**src/rtl/dac_sample_scheduler.sv**
```systemverilog
// DAC sample strobe generator: programmable-rate one-cycle strobe, suppressed
// for a settle window after every IAGC status change, with an issued-strobe counter.
module dac_sample_scheduler #(
  parameter int unsigned IAGC_STATUS_SIZE = 4,
  parameter int unsigned DIVIDER_SIZE     = 16,
  parameter int unsigned SETTLE_SIZE      = 8,
  parameter int unsigned COUNT_SIZE       = 16
) (
  input  logic                        i_clock,
  input  logic                        i_reset,
  input  logic                        i_enable,
  input  logic [DIVIDER_SIZE-1:0]     i_divider,
  input  logic [SETTLE_SIZE-1:0]      i_settle_cycles,
  input  logic [IAGC_STATUS_SIZE-1:0] i_iagc_status,
  output logic                        o_sample,
  output logic                        o_settling,
  output logic [COUNT_SIZE-1:0]       o_sample_count
);

  typedef enum logic [1:0] {
    IDLE   = 2'd0,
    RUN    = 2'd1,
    SETTLE = 2'd2
  } state_t;

  state_t                      state, state_d;
  logic [DIVIDER_SIZE-1:0]     div_cnt, div_cnt_d;
  logic [SETTLE_SIZE-1:0]      settle_cnt, settle_cnt_d;
  logic [IAGC_STATUS_SIZE-1:0] prev_status;
  logic [COUNT_SIZE-1:0]       count_d;
  logic                        sample_d;
  logic                        status_change;

  assign status_change = (i_iagc_status != prev_status);

  // State, counters and registered outputs
  always_ff @(posedge i_clock or posedge i_reset) begin
    if (i_reset) begin
      state          <= IDLE;
      div_cnt        <= '0;
      settle_cnt     <= '0;
      prev_status    <= '0;
      o_sample       <= 1'b0;
      o_settling     <= 1'b0;
      o_sample_count <= '0;
    end else begin
      state          <= state_d;
      div_cnt        <= div_cnt_d;
      settle_cnt     <= settle_cnt_d;
      prev_status    <= i_iagc_status;
      o_sample       <= sample_d;
      o_settling     <= (state_d == SETTLE);
      o_sample_count <= count_d;
    end
  end

  // Next-state logic; disable wins, then a status change beats a divider match
  always_comb begin
    state_d      = state;
    div_cnt_d    = div_cnt;
    settle_cnt_d = settle_cnt;
    count_d      = o_sample_count;
    sample_d     = 1'b0;

    if (!i_enable) begin
      state_d      = IDLE;
      div_cnt_d    = '0;
      settle_cnt_d = '0;
    end else begin
      unique case (state)
        IDLE: begin
          state_d   = RUN;
          div_cnt_d = '0;
        end
        RUN: begin
          if (status_change) begin
            state_d      = SETTLE;
            settle_cnt_d = i_settle_cycles;
            div_cnt_d    = '0;
          end else if (div_cnt == i_divider) begin
            sample_d  = 1'b1;
            div_cnt_d = '0;
            count_d   = o_sample_count + COUNT_SIZE'(1);
          end else begin
            div_cnt_d = div_cnt + DIVIDER_SIZE'(1);
          end
        end
        SETTLE: begin
          if (status_change) begin
            settle_cnt_d = i_settle_cycles;
          end else if (settle_cnt == '0) begin
            state_d   = RUN;
            div_cnt_d = '0;
          end else begin
            settle_cnt_d = settle_cnt - SETTLE_SIZE'(1);
          end
        end
        default: begin
          state_d      = IDLE;
          div_cnt_d    = '0;
          settle_cnt_d = '0;
        end
      endcase
    end
  end

endmodule
```
**config.mk**
```make
export PLATFORM = sky130hd
export DESIGN_NAME = dac_sample_scheduler
export DESIGN_NICKNAME = d
export VERILOG_FILES = /design/src/rtl/dac_sample_scheduler.sv
export SDC_FILE = /design/constraint.sdc
export NUM_CORES = 1
export LEC_CHECK = 0
export ABC_AREA = 1
export CORE_ASPECT_RATIO = 1.5
export CORE_MARGIN = 2
export CORE_UTILIZATION = 55
export DETAILED_ROUTE_END_ITERATION = 10
export DONT_BUFFER_PORTS = 1
export HOLD_SLACK_MARGIN = 0.03
export PLACE_DENSITY_LB_ADDON = 0.08
export SETUP_SLACK_MARGIN = 0.05
export SYNTH_ARGS = -nofsm -noshare
export SYNTH_HDL_FRONTEND = slang
export SYNTH_SLANG_ARGS = --single-unit
export TNS_END_PERCENT = 30
```
**constraint.sdc**
```tcl
create_clock -name i_clock -period 3.9 [get_ports i_clock]
set_clock_uncertainty 0.1 [all_clocks]
set_input_delay 0.78 -clock i_clock [delete_from_list [all_inputs] [get_ports i_clock]]
set_output_delay 0.78 -clock i_clock [all_outputs]
set_load 0.01 [all_outputs]
```
Word level (Yosys, flattened, before mapping)
Cells that the tools add are included.

cells by class
  $add $sub $neg = 3
  equality and inequality tests = 10
  muxes and demuxes = 20
  bitwise gates (word level) = 1
  reduce and logical (&&, ||, !) cells = 5

operators with widths
  operator               number
  $mux 16                5
  $add 16x1->16 const B  2
  $mux 8                 4
  $pmux 16 s2            1
  $pmux 8 s3             1
  $eq 16x16->1           1
  $ne 3x3->1 const B     3
  $logic_not 8->1        1
  $mux 2                 4
  $sub 8x1->8 const B    1
  $pmux 2 s3             1
  $eq 2x2->1 const B     2
  $mux 1                 4
  $ne 4x4->1             1
  $ne 4x4->1 const B     1
  $reduce_and 4->1       1
  $reduce_and 3->1       1
  $eq 2x1->1 const B     1
  $logic_not 2->1        1
  $ne 2x2->1 const B     1
  $reduce_and 2->1       1
  $not 1->1              1

word-level totals
  bits in registers = 48
  input port bits = 31
  output and inout bits = 18
  word-level logic and storage cells = 46

Longest topological paths before layout
  depth after elaboration = 6
  mapped depth = 12
  depth with buffers taken out = 12

Least setup slack after synthesis
Ideal clock, no wire load.

  kind = input to register
  start point = input i_enable
  end point = register o_sample_count[7]
  setup time = 0.117 ns
  arrival time = 1.801 ns
  required time = 3.683 ns
  slack = 1.882 ns
  cell stages on the path = 8
  path buffers = 1
  cell sequence = clkbuf_1 -> inv_1 -> nor3_4 -> inv_2 -> nor2_8 -> nand2_1 -> nand2_1 -> nand2_1

between the ends
  cells in the longest elaborated chain, start to end = 1

RTL lines
  item                        line  source
  from (decl)                 11    input logic i_enable,
  $reduce_and 4->1 (no line)  n/a
  to (signal assigned)        53    o_sample_count <= count_d;
  to (decl)                   17    output logic [COUNT_SIZE-1:0] o_sample_count

Every way passes these cells.
A chain may end at the register's enable or synchronous reset.

Worst setup path in the final report
  start point = register state[0]
  end point = register div_cnt[7]

between the ends
  cells in the longest elaborated chain, start to end = 3
  elaborated cells on any way between the ends = 7
  those cells by class = eq/ne (4); mux (2); reduce/logical (1)

RTL lines
  item                                                line  source
  from (decl)                                         26    state_t state, state_d;
  from (signal assigned)                              47    state <= state_d;
  $eq 2x2->1 / $eq 2x1->1 (equally long branches)     70    unique case (state)
  $pmux 16 s2 / $ne 3x3->1 (equally long branches)    n/a
  $mux 16 / $reduce_and 2->1 (equally long branches)  n/a
  to (signal assigned)                                48    div_cnt <= div_cnt_d;
  to (decl)                                           27    logic [DIVIDER_SIZE-1:0] div_cnt, div_cnt_d;

Parallel ways exist; a longest one is shown, timed or not.

==> flow_metrics.py <==
metrics = {
    "grt": {
        "grt_first_pass_wirelength_um": 12000,
        "grt-ovfl-total": 0,
        "grt_start_max_net_pins": 49,
        "grt_use_total_pct": 22.8,
        "grt_pass1_vias": 2871,
        "antenna_found_initial": 0,
    },
    "worst_setup_path": {
        "crit_path_max_incr_delay_ns": 0.50,
        "worstSetupEndpointType": "flip-flop",
        "crit_slowest_cell": "ha_1",
        "crit_path_max_fanout": 23,
        "critical_path_required_ns": 4.04,
        "crit_path_cell_trace": "inv_1, ha_1, nand3_2, nand2_2, o21ai_1, nor2_1",
        "critPathLaunchType": "flip-flop",
        "crit_type": "flip-flop to flip-flop",
        "cp.arrival_ns": 2.44,
    },
    "die": {
        "die_w_um": 67.7,
        "dieArea_um2": 6750,
        "core-area_um2": 5830,
        "start_util_pct": 57.5,
        "rows": 34,
        "io_pins": 49,
        "die_y_um": 99.6,
    },
    "synthesis": {
        "syn_area_um2": 3350,
        "synth_fp_nets": 537,
        "syn-instance-count": 499,
        "synth_warnings": 0,
        "synth.avg_cell_area_um2": 6.71,
        "synth-seq-cells": 48,
        "yosysUniqueCellTypes": 34,
        "yosysSeqAreaShare_pct": 35.8,
    },
    "drt": {
        "wl_met3_um": 317,
        "avgRoutedWirePerCell_um": 12.5,
        "via_count": 2967,
        "routed_wl_um": 7130,
        "wl_met1_um": 3030,
        "drt_iter0_drc": 186,
        "first_pass_iters": 4,
        "top_layer": "met4",
        "postRouteAntennaNets": 0,
        "wl_met2_um": 3690,
        "drc": 0,
        "via_per_inst": 5.21,
    },
    "finish": {
        "antenna_cells": 0,
        "nets": 535,
        "drive_above_1_share_pct": 7.03,
        "area_delta_synth_final_pct": 4.03,
        "final_cell_area_um2": 3490,
    },
    "sta": {
        "finalSetupTns_ns": 0,
        "layout_min_cycle_time_ns": 2.30,
        "worst_pin_slew_ns": 1.01,
        "maxSlewHeadroom_pct": 32.7,
        "rsz0062_at_grt": "false",
        "hold_viol_final": 0,
        "slew_violations": 0,
        "setup_viol_count_final": 0,
        "period_share_pct": 59.0,
        "clock.fmax_mhz": 435,
    },
    "cts": {
        "cts_resized": 0,
        "h-tree-depth": 2,
        "cts_buffers": 5,
        "clk_path_buf_depth": 2,
        "cts.sinks": 48,
        "post_cts_buffers": 0,
        "cts_tree": "yes",
        "path_clk_slew_ns": 0.09,
        "worstSkewPairLatency_ns": 0.30,
        "cts_hold_buf": 0,
        "cts_root_buffer": "clkbuf_8",
    },
    "placement": {
        "dp_hpwl_um": 5370,
        "place.gp.congestion": 0.867,
        "port_buffers": 0,
        "place_area_um2": 3380,
    },
    "status": {
        "status": "finished, final reports clean",
    },
    "flow_run": {
        "cap_violations": 0,
    },
    "min_path": {
        "hold_class": "flip-flop to flip-flop",
    },
    "power_and_ir_drop": {
        "fin_total_pwr_mw": 0.996,
        "power_leakage_nw": 1.77,
        "ir_drop_v": 0.000216,
        "p_per_area_nw_per_um2": 286,
    },
}
[final cells by class]
| class | instances | area, um2 |
|---|---|---|
| clock buffer | 6 | 72.6 |
| clock inverter | 2 | 35.0 |
| fill | 581 | 2340 |
| inverter | 75 | 282 |
| multi-input combinational | 367 | 1810 |
| sequential | 48 | 1200 |
| tap | 72 | 90.1 |
[metrics by stage]
stage / util, % / instances / hold WS (ns) / worst slack, ns
final: 59.8 / 570 / 0.387 / 1.60
after global routing: 59.8 / 570 / 0.380 / 1.39
after CTS: 59.8 / 570 / 0.385 / 1.60
after detailed placement: 58.0 / 562 / 0.367 / 1.51
after global placement: 58.0 / 562 / 0.366 / 1.59
after floorplan: - / 499 / 0.349 / 1.88
[cells in the final DEF (no fill, tap or decap)]
cell and n:
nand2_1 176, inv_1 70, nor2_1 51, dfrtp_1 48, nand3_1 39, o21ai_0 14, xor2_1 13, o21ai_2 11
nor3_1 9, nand4_1 7, a21oi_1 7, ha_1 7, xnor2_1 6, inv_2 5, clkbuf_8 5, nor2_2 4
o21ai_1 4, nand2_2 3, nand3b_1 3, nor4_1 2, nand2_4 1, nand3_4 1, o21a_1 1, nor3_4 1
nand3_2 1, and2_0 1, nor3b_1 1, nor2b_1 1, nor2_8 1, a31oi_1 1, and3_1 1, bufinv_16 1
clkbuf_1 1, clkinv_2 1
[per-layer routing]
layer	vias to the layer above	global-route usage, %
met5	-	0
met4	0	7.69
met3	9	3.73
met2	65	41.5
met1	1357	25.9
li1	1536	-
[worst max-delay path: cells and delay by family, from the launching register on]
family                     cells  cell delay (ns)
DFF                            1             0.43
buffers and inverters          1             0.13
adders and majority gates      1             0.50
AOI/OAI and AO/OA              1             0.11
and+or+nand+nor                3             0.98
[Yosys cell counts]
cell type | instances | share of area (%)
nand2_1 | 176 | 20
inv_1 | 71 | 8.0
nor2_1 | 51 | 5.7
dfrtp_1 | 48 | 36
nand3_1 | 39 | 5.8
o21ai_0 | 14 | 2.1
xor2_1 | 13 | 3.4
o21ai_2 | 11 | 2.9
nor3_1 | 9 | 1.3
a21oi_1 | 7 | 1.0
ha_1 | 7 | 2.6
nand4_1 | 7 | 1.3
xnor2_1 | 6 | 1.6
inv_2 | 4 | 0.45
nor2_2 | 4 | 0.75
o21ai_1 | 4 | 0.60
buf_6 | 3 | 1.0
clkbuf_1 | 3 | 0.34
nand2_2 | 3 | 0.56
nand3b_1 | 3 | 0.67
buf_2 | 2 | 0.30
nor4_1 | 2 | 0.37
a31oi_1 | 1 | 0.19
and2_0 | 1 | 0.19
and3_1 | 1 | 0.19
buf_4 | 1 | 0.22
nand2_4 | 1 | 0.34
nand3_2 | 1 | 0.30
nand3_4 | 1 | 0.52
nor2_8 | 1 | 0.60
nor2b_1 | 1 | 0.19
nor3_4 | 1 | 0.49
nor3b_1 | 1 | 0.22
o21a_1 | 1 | 0.22
[power by group]
group	switching [mW]	internal [mW]	leakage, nW
logic	0.0858	0.0380	1.06
registers	0.00741	0.505	0.659
clock network	0.169	0.191	0.0552
total	0.262	0.734	1.77
[logic make-up (layout without fill, tap and decap cells)]
kind of cell | Yosys count | count (layout) | share of synthesized area [%]
XOR/XNOR | 19 | 19 | 4.97
adder cells (fa/ha/maj) | 7 | 7 | 2.61
AO/OA/AOI/OAI | 38 | 38 | 7.02
flip-flops | 48 | 48 | 35.8
AND/OR/NAND/NOR | 303 | 303 | 39.3
buffers and inverters | 84 | 83 | 10.3
[sequential cells by signal, indices dropped and copies added, names as in the netlist]
name,flops
state,2
div_cnt,16
settle_cnt,8
o_settling,1
o_sample_count,16
prev_status,4
o_sample,1
[worst paths after layout]
kind	from	to	slack, ns	cells past startpoint
max	state[0]$_DFF_PP0_	div_cnt[7]$_DFFE_PP0P_	1.60	6
min	settle_cnt[1]$_DFFE_PP0P_	settle_cnt[1]$_DFFE_PP0P_	0.39	2
max reg2reg	state[0]$_DFF_PP0_	div_cnt[7]$_DFFE_PP0P_	1.60	6
min reg2reg	settle_cnt[1]$_DFFE_PP0P_	settle_cnt[1]$_DFFE_PP0P_	0.39	2
max in group asynchronous	i_reset	div_cnt[9]$_DFFE_PP0P_	2.59	1
min in group asynchronous	i_reset	div_cnt[13]$_DFFE_PP0P_	0.49	1
(Power assumes the default switching activity.)
